### config.mk
export PLATFORM = sky130hd
export DESIGN_NAME = fetch_ctrl_flat
export DESIGN_NICKNAME = d
export VERILOG_FILES = /design/src/rtl/fetch_ctrl_if.sv /design/src/rtl/fetch_ctrl.sv /design/src/flat_wrapper.sv
export SDC_FILE = /design/constraint.sdc
export NUM_CORES = 1
export LEC_CHECK = 0
export CORE_UTILIZATION = 43
export DETAILED_ROUTE_END_ITERATION = 8
export PLACE_DENSITY_LB_ADDON = 0.2
export RECOVER_POWER = 50
export REMOVE_ABC_BUFFERS = 1
export SKIP_CTS_REPAIR_TIMING = 1
export SLEW_MARGIN = 0
export SYNTH_ARGS = -nofsm -noshare
export SYNTH_HDL_FRONTEND = slang
export SYNTH_SLANG_ARGS = --single-unit
### constraint.sdc
create_clock -name clk -period 2.05 [get_ports clk]
set_input_delay 0.5125 -clock clk [delete_from_list [all_inputs] [get_ports clk]]
set_output_delay 0.5125 -clock clk [all_outputs]
set_load 0.01 [all_outputs]
### src/rtl/fetch_ctrl_if.sv
// Bundle of fetch-controller control, status and instruction-ROM signals.
// master = sequencer/testbench side, slave = fetch_ctrl.
interface fetch_ctrl_if #(
  parameter int A = 10,
  parameter int W = 9
);
  logic          start;
  logic [A-1:0]  start_addr;
  logic          stall;
  logic          branch_taken;
  logic [A-1:0]  branch_target;
  logic          halt;
  logic [A-1:0]  instr_address;
  logic [W-1:0]  instr_in;
  logic [W-1:0]  instr_out;
  logic          instr_valid;
  logic          done;
  logic          err;
  logic [15:0]   retired;

  modport master (
    output start, start_addr, stall, branch_taken, branch_target, halt, instr_in,
    input  instr_address, instr_out, instr_valid, done, err, retired
  );

  modport slave (
    input  start, start_addr, stall, branch_taken, branch_target, halt, instr_in,
    output instr_address, instr_out, instr_valid, done, err, retired
  );
endinterface

### src/rtl/fetch_ctrl.sv
// Instruction fetch sequencer: IDLE/RUN/HALT with branch, stall, halt,
// PC-overflow detection and a saturating retired-instruction counter.
module fetch_ctrl #(
  parameter int A = 10,
  parameter int W = 9
) (
  input  logic clk,
  input  logic rst_n,
  fetch_ctrl_if.slave bus
);
  typedef enum logic [1:0] {S_IDLE, S_RUN, S_HALT} state_t;

  localparam logic [A-1:0] PC_MAX = {A{1'b1}};

  state_t        r_state, w_state_next;
  logic [A-1:0]  r_pc, w_pc_next;
  logic [15:0]   r_retired, w_retired_next;
  logic          r_err, w_err_next;
  logic [15:0]   w_retired_inc;

  assign w_retired_inc = (r_retired == 16'hFFFF) ? r_retired : r_retired + 16'd1;

  always_ff @(posedge clk or negedge rst_n) begin
    if (!rst_n) begin
      r_state   <= S_IDLE;
      r_pc      <= '0;
      r_retired <= '0;
      r_err     <= 1'b0;
    end else begin
      r_state   <= w_state_next;
      r_pc      <= w_pc_next;
      r_retired <= w_retired_next;
      r_err     <= w_err_next;
    end
  end

  always_comb begin
    w_state_next   = r_state;
    w_pc_next      = r_pc;
    w_retired_next = r_retired;
    w_err_next     = r_err;
    case (r_state)
      S_IDLE, S_HALT: begin
        if (bus.start) begin
          w_state_next   = S_RUN;
          w_pc_next      = bus.start_addr;
          w_retired_next = '0;
          w_err_next     = 1'b0;
        end
      end
      S_RUN: begin
        // Halt and branch both retire the current instruction regardless of stall.
        if (bus.halt) begin
          w_state_next   = S_HALT;
          w_retired_next = w_retired_inc;
        end else if (bus.branch_taken) begin
          w_pc_next      = bus.branch_target;
          w_retired_next = w_retired_inc;
        end else if (bus.stall) begin
          w_pc_next      = r_pc;
        end else if (r_pc == PC_MAX) begin
          w_state_next   = S_HALT;
          w_err_next     = 1'b1;
          w_retired_next = w_retired_inc;
        end else begin
          w_pc_next      = r_pc + 1'b1;
          w_retired_next = w_retired_inc;
        end
      end
      default: w_state_next = S_IDLE;
    endcase
  end

  assign bus.instr_address = r_pc;
  assign bus.instr_valid   = (r_state == S_RUN);
  assign bus.instr_out     = (r_state == S_RUN) ? bus.instr_in : '0;
  assign bus.done          = (r_state == S_HALT);
  assign bus.err           = r_err;
  assign bus.retired       = r_retired;
endmodule

### src/flat_wrapper.sv
// flat-port wrapper written by rule: the top's interface ports become plain ports
module fetch_ctrl_flat 
#(
  parameter int A = 10,
  parameter int W = 9
)
  (clk, rst_n, bus_start, bus_start_addr, bus_stall, bus_branch_taken, bus_branch_target, bus_halt, bus_instr_in, bus_instr_address, bus_instr_out, bus_instr_valid, bus_done, bus_err, bus_retired);
  fetch_ctrl_if #(.A(A), .W(W)) bus_i ();
  input  logic clk;
  input  logic rst_n;
  input wire logic [$bits(bus_i.start)-1:0] bus_start;
  input wire logic [$bits(bus_i.start_addr)-1:0] bus_start_addr;
  input wire logic [$bits(bus_i.stall)-1:0] bus_stall;
  input wire logic [$bits(bus_i.branch_taken)-1:0] bus_branch_taken;
  input wire logic [$bits(bus_i.branch_target)-1:0] bus_branch_target;
  input wire logic [$bits(bus_i.halt)-1:0] bus_halt;
  input wire logic [$bits(bus_i.instr_in)-1:0] bus_instr_in;
  output wire logic [$bits(bus_i.instr_address)-1:0] bus_instr_address;
  output wire logic [$bits(bus_i.instr_out)-1:0] bus_instr_out;
  output wire logic [$bits(bus_i.instr_valid)-1:0] bus_instr_valid;
  output wire logic [$bits(bus_i.done)-1:0] bus_done;
  output wire logic [$bits(bus_i.err)-1:0] bus_err;
  output wire logic [$bits(bus_i.retired)-1:0] bus_retired;
  assign bus_i.start = bus_start;
  assign bus_i.start_addr = bus_start_addr;
  assign bus_i.stall = bus_stall;
  assign bus_i.branch_taken = bus_branch_taken;
  assign bus_i.branch_target = bus_branch_target;
  assign bus_i.halt = bus_halt;
  assign bus_i.instr_in = bus_instr_in;
  assign bus_instr_address = bus_i.instr_address;
  assign bus_instr_out = bus_i.instr_out;
  assign bus_instr_valid = bus_i.instr_valid;
  assign bus_done = bus_i.done;
  assign bus_err = bus_i.err;
  assign bus_retired = bus_i.retired;
  fetch_ctrl #(.A(A), .W(W)) u_core (.clk(clk), .rst_n(rst_n), .bus(bus_i));
endmodule
== After elaboration in Yosys (flattened, before gate mapping) ==
Cells that the tools add are included.

* $lt $le $gt $ge: 0
* Equal/unequal tests: 15
* Shift-type cells: 0
* Div/mod/pow operators: 0
* Bitwise gates (word level): 0
* $mul: 0
* Reduce and logical (&&, ||, !) cells: 7
* Muxes and demuxes: 25
* $add $sub $neg: 2

{| class="wikitable"
|+ Operator list
! cell !! number
|-
| two-way mux 16 bit || 5
|-
| two-way mux 10 bit || 5
|-
| one-hot mux 16 bit (2 select lines) || 1
|-
| one-hot mux 10 bit (2 select lines) || 1
|-
| adder 16 x 1 -> 16 bit (second input constant) || 1
|-
| == test 16 bit (second input constant) || 1
|-
| inequality test 3 bit (second input constant) || 4
|-
| adder 10 x 1 -> 10 bit (second input constant) || 1
|-
| == test 10 bit (second input constant) || 1
|-
| two-way mux 2 bit || 5
|-
| two-way mux 9 bit || 1
|-
| inequality test 2 bit (second input constant) || 4
|-
| AND reduction 6 bit || 1
|-
| two-way mux 1 bit || 5
|-
| AND reduction 5 bit || 1
|-
| inequality test 4 bit (second input constant) || 1
|-
| one-hot mux 2 bit (2 select lines) || 1
|-
| AND reduction 4 bit || 1
|-
| inequality test 3 x 2 -> 1 bit (second input constant) || 1
|-
| AND reduction 3 bit || 1
|-
| == test 2 x 1 -> 1 bit (second input constant) || 1
|-
| == test 2 bit (second input constant) || 1
|-
| logical NOT 2 bit || 1
|-
| inequality test 2 x 1 -> 1 bit (second input constant) || 1
|-
| 3 further kinds || 3
|}

* Output and inout port bits: 38
* Bits in writable memories: 0
* Input port bits: 35
* Bits in latches: 0
* Bits in read-only memories: 0
* Word-level logic and storage cells: 53
* Memories kept: 0
* Register bits after elaboration: 29

== Logic depth before layout (Yosys ltp) ==
* Depth after elaboration: 6
* Depth in mapped cells: 7
* Depth with buffers taken out: 6

== Least setup slack after synthesis ==
Ideal clock, no wire load.

* Path kind: reg2reg
* From: reg u_core.r_retired[7], in the netlist u_core.bus.retired[7]
* To: reg u_core.r_retired[7], in the netlist u_core.bus.retired[7]
* Setup slack: 0.237 ns
* Data required time: 1.918 ns
* Stages on the path, launching flop included: 7
* Arrival time: 1.681 ns
* Library setup time: 0.132 ns
* Period minus slack after synthesis: 1.813 ns
* Buffers on the path: 1
* Path through: dfrtp_1 > nand4_2 > or4_4 > buf_6 > o211ai_4 > xor2_1 > nor2_1

* Longest elaborated chain between the ends: 6
* Elaborated cells on any way between the ends: 7
* Those cells by class: add/sub (1); eq/ne (1); mux (5)

{| class="wikitable"
|+ Ends and longest elaborated chain
! what !! RTL line !! RTL
|-
| start, declared || fetch_ctrl.sv:17 || <nowiki>logic [15:0] r_retired, w_retired_next;</nowiki>
|-
| start signal, assigned || fetch_ctrl.sv:32 || <nowiki>r_retired <= w_retired_next;</nowiki>
|-
| adder 16 x 1 -> 16 bit or == test 16 bit (tied branches) || fetch_ctrl.sv:21 || <nowiki>assign w_retired_inc = (r_retired == 16'hFFFF) ? r_retired : r_retired + 16'd1;</nowiki>
|-
| two-way mux 16 bit (*) || fetch_ctrl.sv:21 ||
|-
| two-way mux 16 bit || fetch_ctrl.sv:59 || <nowiki>end else if (bus.stall) begin</nowiki>
|-
| two-way mux 16 bit || fetch_ctrl.sv:56 || <nowiki>end else if (bus.branch_taken) begin</nowiki>
|-
| two-way mux 16 bit (*) || fetch_ctrl.sv:53 || <nowiki>if (bus.halt) begin</nowiki>
|-
| one-hot mux 16 bit (2 select lines) (*) || fetch_ctrl.sv:42 || <nowiki>case (r_state)</nowiki>
|}

Mark *: on every way between the ends. The rest lies on a longest branch, timed or not. The select of a mux whose other input is x is not followed.
A chain may end at the register's enable or synchronous reset.

== Worst setup path after layout ==
* From: reg u_core.r_state[1]
* To: reg u_core.r_retired[4], in the netlist u_core.bus.retired[4]

* Longest elaborated chain between the ends: 4
* Elaborated cells on any way between the ends: 9
* Those cells by class: eq/ne (4); mux (1); reduce/logical (4)

{| class="wikitable"
|+ Ends and longest elaborated chain
! what !! RTL line !! RTL
|-
| start, declared || fetch_ctrl.sv:15 || <nowiki>state_t r_state, w_state_next;</nowiki>
|-
| start signal, assigned || fetch_ctrl.sv:30 || <nowiki>r_state <= w_state_next;</nowiki>
|-
| == test 2 bit or logical NOT 2 bit (tied branches) || fetch_ctrl.sv:42 ||
|-
| OR reduction 2 bit || fetch_ctrl.sv:42 ||
|-
| inequality test 2 bit (no source line) or nonzero test 2 bit (tied branches) || - ||
|-
| AND reduction 3 bit (no source line) || - ||
|}

Several ways; a longest one is shown, not always the timed one.

==> flow_summary_export.csv <==
group,metric,value,unit
run,cap_violations,0,
drt,routed.top_layer,"met4",
global_routing,antenna_found_initial,0,
setup_path,crit_arrival,2.13,ns
setup_path,crit_path_end_kind,"flip-flop",
floorplan,io_pins,73,
layout,final_common_cell,"clkdlybuf4s50_1",
status,status,"finished clean",
placed_design,hpwl,3470,um
sta,fmax,0.509,GHz
floorplan,start_util,0.445,
power_and_ir_drop,cellPowerDensity,856,nW/um^2
floorplan,die_x,66.3,um
sta,timing.slew.headroom,0.506,
power_and_ir_drop,pwr-share-comb,0.390,
yosys,synth-edff-count,0,
clocking,insertion_delay,0.29,ns
drt,wl_met3,311,um
layout,final-seq-area,726,um^2
floorplan,dieHeight,66.3,um
drt,viasPerCell,5.49,
yosys,synth_warnings,0,
setup_path,critPathKind,"flip-flop to flip-flop",
layout,diodes,0,
power_and_ir_drop,p_leak,0.00140,uW
clocking,numCtsBuffers,5,
hold_path,hp-class,"flip-flop to flip-flop",
yosys,yosysSeqAreaShare,0.408,
drt,drt_iter0_drc,143,
drt,vias,1890,
floorplan,coreArea,4000,um^2
drt,drc,0,
clocking,clkSlewWorstSetupHoldPaths,0.06,ns
power_and_ir_drop,internal-power,1600,uW
sta,rsz0062_at_grt,"no",
layout,nNetsFinal,330,
clocking,cts-root-buf,"clkbuf_8",
sta,hold_viol_final,0,
power_and_ir_drop,vdd_drop_max,0.558,mV
sta,finalMaxSlewViolations,0,
setup_path,critical_path.top_delay_family,"simple AND/OR/NAND/NOR gates",
floorplan,num_rows,23,
layout,multiInputGateArea,997,um^2
placed_design,place.gp.congestion,0.816,
yosys,ys_async_sr_fraction,1.00,
setup_path,max_stage_delay,0.55,ns
drt,wl_per_cell,13.7,um
sta,post-route-period-util,0.958,
layout,drive_above_1_share,0.109,
power_and_ir_drop,power,2410,uW
sta,period_needed,1.96,ns
yosys,synthesis.area,1780,um^2
setup_path,crit_top_cell,"buf_6",
clocking,h-tree-depth,2,
setup_path,crit_buf_inv,2,
yosys,synth_cell_type_count,42,
floorplan,die_area,4400,um^2
yosys,avgSynthCellArea,8.55,um^2
clocking,cts_sinks,29,
layout,design_area,2810,um^2
yosys,synth.mux.area_fraction,0.0113,
sta,setup_viol,0,
yosys,synth_xor_area_frac,0.0443,
yosys,synthAdderAreaFrac,0.0141,
power_and_ir_drop,pwr-share-clk,0.257,
setup_path,worst-path-max-fanout,14,
drt,wl_met1,2090,um
yosys,synthSimpleGateAreaFrac,0.281,
drt,antenna_left,0,
layout,area_growth,58.2,%
yosys,syn-instance-count,208,
power_and_ir_drop,swShare,0.335,
drt,firstDrtPassIters,4,
setup_path,start_kind,"flip-flop",
yosys,synth_compound_area_frac,0.205,
drt,wl_met2,2220,um
clocking,cts_buffer_depth,2,
yosys,synth_top_family_by_area,"simple AND/OR/NAND/NOR gates",
layout,fillers,324,
yosys,synth-seq-cells,29,
drt,wl,4700,um
placed_design,placed_area,2660,um^2
power_and_ir_drop,switchingPower,807,uW
sta,fin_worst_skew,0.00881,ns
setup_path,slowest_stage,"or4_4",
clocking,cts_tree,"done",
power_and_ir_drop,p_seq_frac,0.353,
global_routing,grt_pass1_vias,1868,
sta,tightest_slew,0.740,ns
global_routing,overflow,0,
layout,layout_common_cells,"clkdlybuf4s50_1 (43), dfrtp_1 (29), o21ai_0 (23), nor2_1 (22), dlygate4sd3_1 (18)",
layout,instances_no_fill,344,
setup_path,crit_path_cell_trace,"nand2b_1, buf_6, or4_4, buf_6, o211ai_1, xor2_1, nor2_1",
setup_path,required,2.22,ns
layout,fin_util,0.703,
placed_design,io_buffers,72,
global_routing,grt_use_total,0.241,
placed_design,dp.cells,336,
global_routing,grt_pass1_wl,7900,um
yosys,synth-main-ff-cell,"dfrtp_1",
global_routing,grt_max_degree,30,
-- power by group through the flow --
stage               logic (uW)  registers (uW)  clock network, uW
floorplan                  345             874                  0
global placement           939             858                  0
detailed placement         958             850                  0
CTS                        966             848                631
global route              1030             872                654
finish                     939             850                619
-- registers in the layout (all words and copies together), names as in the netlist --
name                      flops
u_core.r_state                2
u_core.bus.err                1
u_core.bus.instr_address     10
u_core.bus.retired           16
-- kinds of logic after synthesis --
group	after synthesis
multiplexers	2
buffers and inverters	15
AND/OR/NAND/NOR	94
flip-flops	29
XOR/XNOR	9
AO/OA/AOI/OAI	57
adder cells (fa/ha/maj)	2
-- worst reg2reg max path, cell delays in order (launching register included) --
cell and delay [ns]:
dfrtp_1 0.37, nand2b_1 0.17, buf_6 0.16, or4_4 0.55, buf_6 0.16, o211ai_1 0.21, xor2_1 0.17, nor2_1 0.05
-- cells in the mapped netlist, drive strengths merged (4+ instances only) --
cell / count / share of area
clkbuf: 10 / 0.021
xor2: 7 / 0.034
a21oi: 9 / 0.025
dfrtp: 29 / 0.41
nand2b: 5 / 0.018
or3: 4 / 0.014
nand2: 16 / 0.034
nand4: 7 / 0.028
nor2: 22 / 0.046
and2: 11 / 0.039
o211ai: 5 / 0.029
o21ai: 30 / 0.086
nand3: 6 / 0.017
and3: 11 / 0.039
-- routing by layer --
| layer | global-route usage | vias up |
|---|---|---|
| li1 | - | 923 |
| met1 | 0.277 | 880 |
| met2 | 0.407 | 77 |
| met3 | 0.0759 | 10 |
| met4 | 0.104 | 0 |
| met5 | 0 | - |
-- layout make-up --
class | count | share of cell area
clock buffer | 7 | 0.0307
inverter | 3 | 0.00400
tap | 50 | 0.0222
timing repair buffer | 90 | 0.320
sequential | 29 | 0.258
multi-input combinational | 164 | 0.354
clock inverter | 1 | 0.0107
-- per-stage QoR --
stage / hold WS, ns / setup TNS (ns) / setup WS, ns
finish: 0.509 / 0 / 0.0856
global route: 0.560 / 0 / 0.00507
CTS: 0.525 / -2.16 / -0.234
detailed placement: 0.511 / -4.16 / -0.240
global placement: 0.504 / -3.20 / -0.174
floorplan: 0.217 / -0.0223 / -0.0223
-- worst paths after layout --
| check | startpoint | endpoint | slack, ns | cells past startpoint |
|---|---|---|---|---|
| min in group asynchronous | rst_n | u_core.r_state[1]$_DFFE_PN0P_ | 0.82 | 2 |
| min | u_core.bus.err$_DFFE_PN0P_ | u_core.bus.err$_DFFE_PN0P_ | 0.51 | 2 |
| max reg2reg | u_core.r_state[1]$_DFFE_PN0P_ | u_core.bus.retired[4]$_DFFE_PN0P_ | 0.09 | 7 |
| max | u_core.r_state[1]$_DFFE_PN0P_ | u_core.bus.retired[4]$_DFFE_PN0P_ | 0.09 | 7 |
| min reg2reg | u_core.bus.err$_DFFE_PN0P_ | u_core.bus.err$_DFFE_PN0P_ | 0.51 | 2 |
| max in group asynchronous | rst_n | u_core.bus.retired[1]$_DFFE_PN0P_ | 0.76 | 2 |
(Power assumes the default switching activity.)
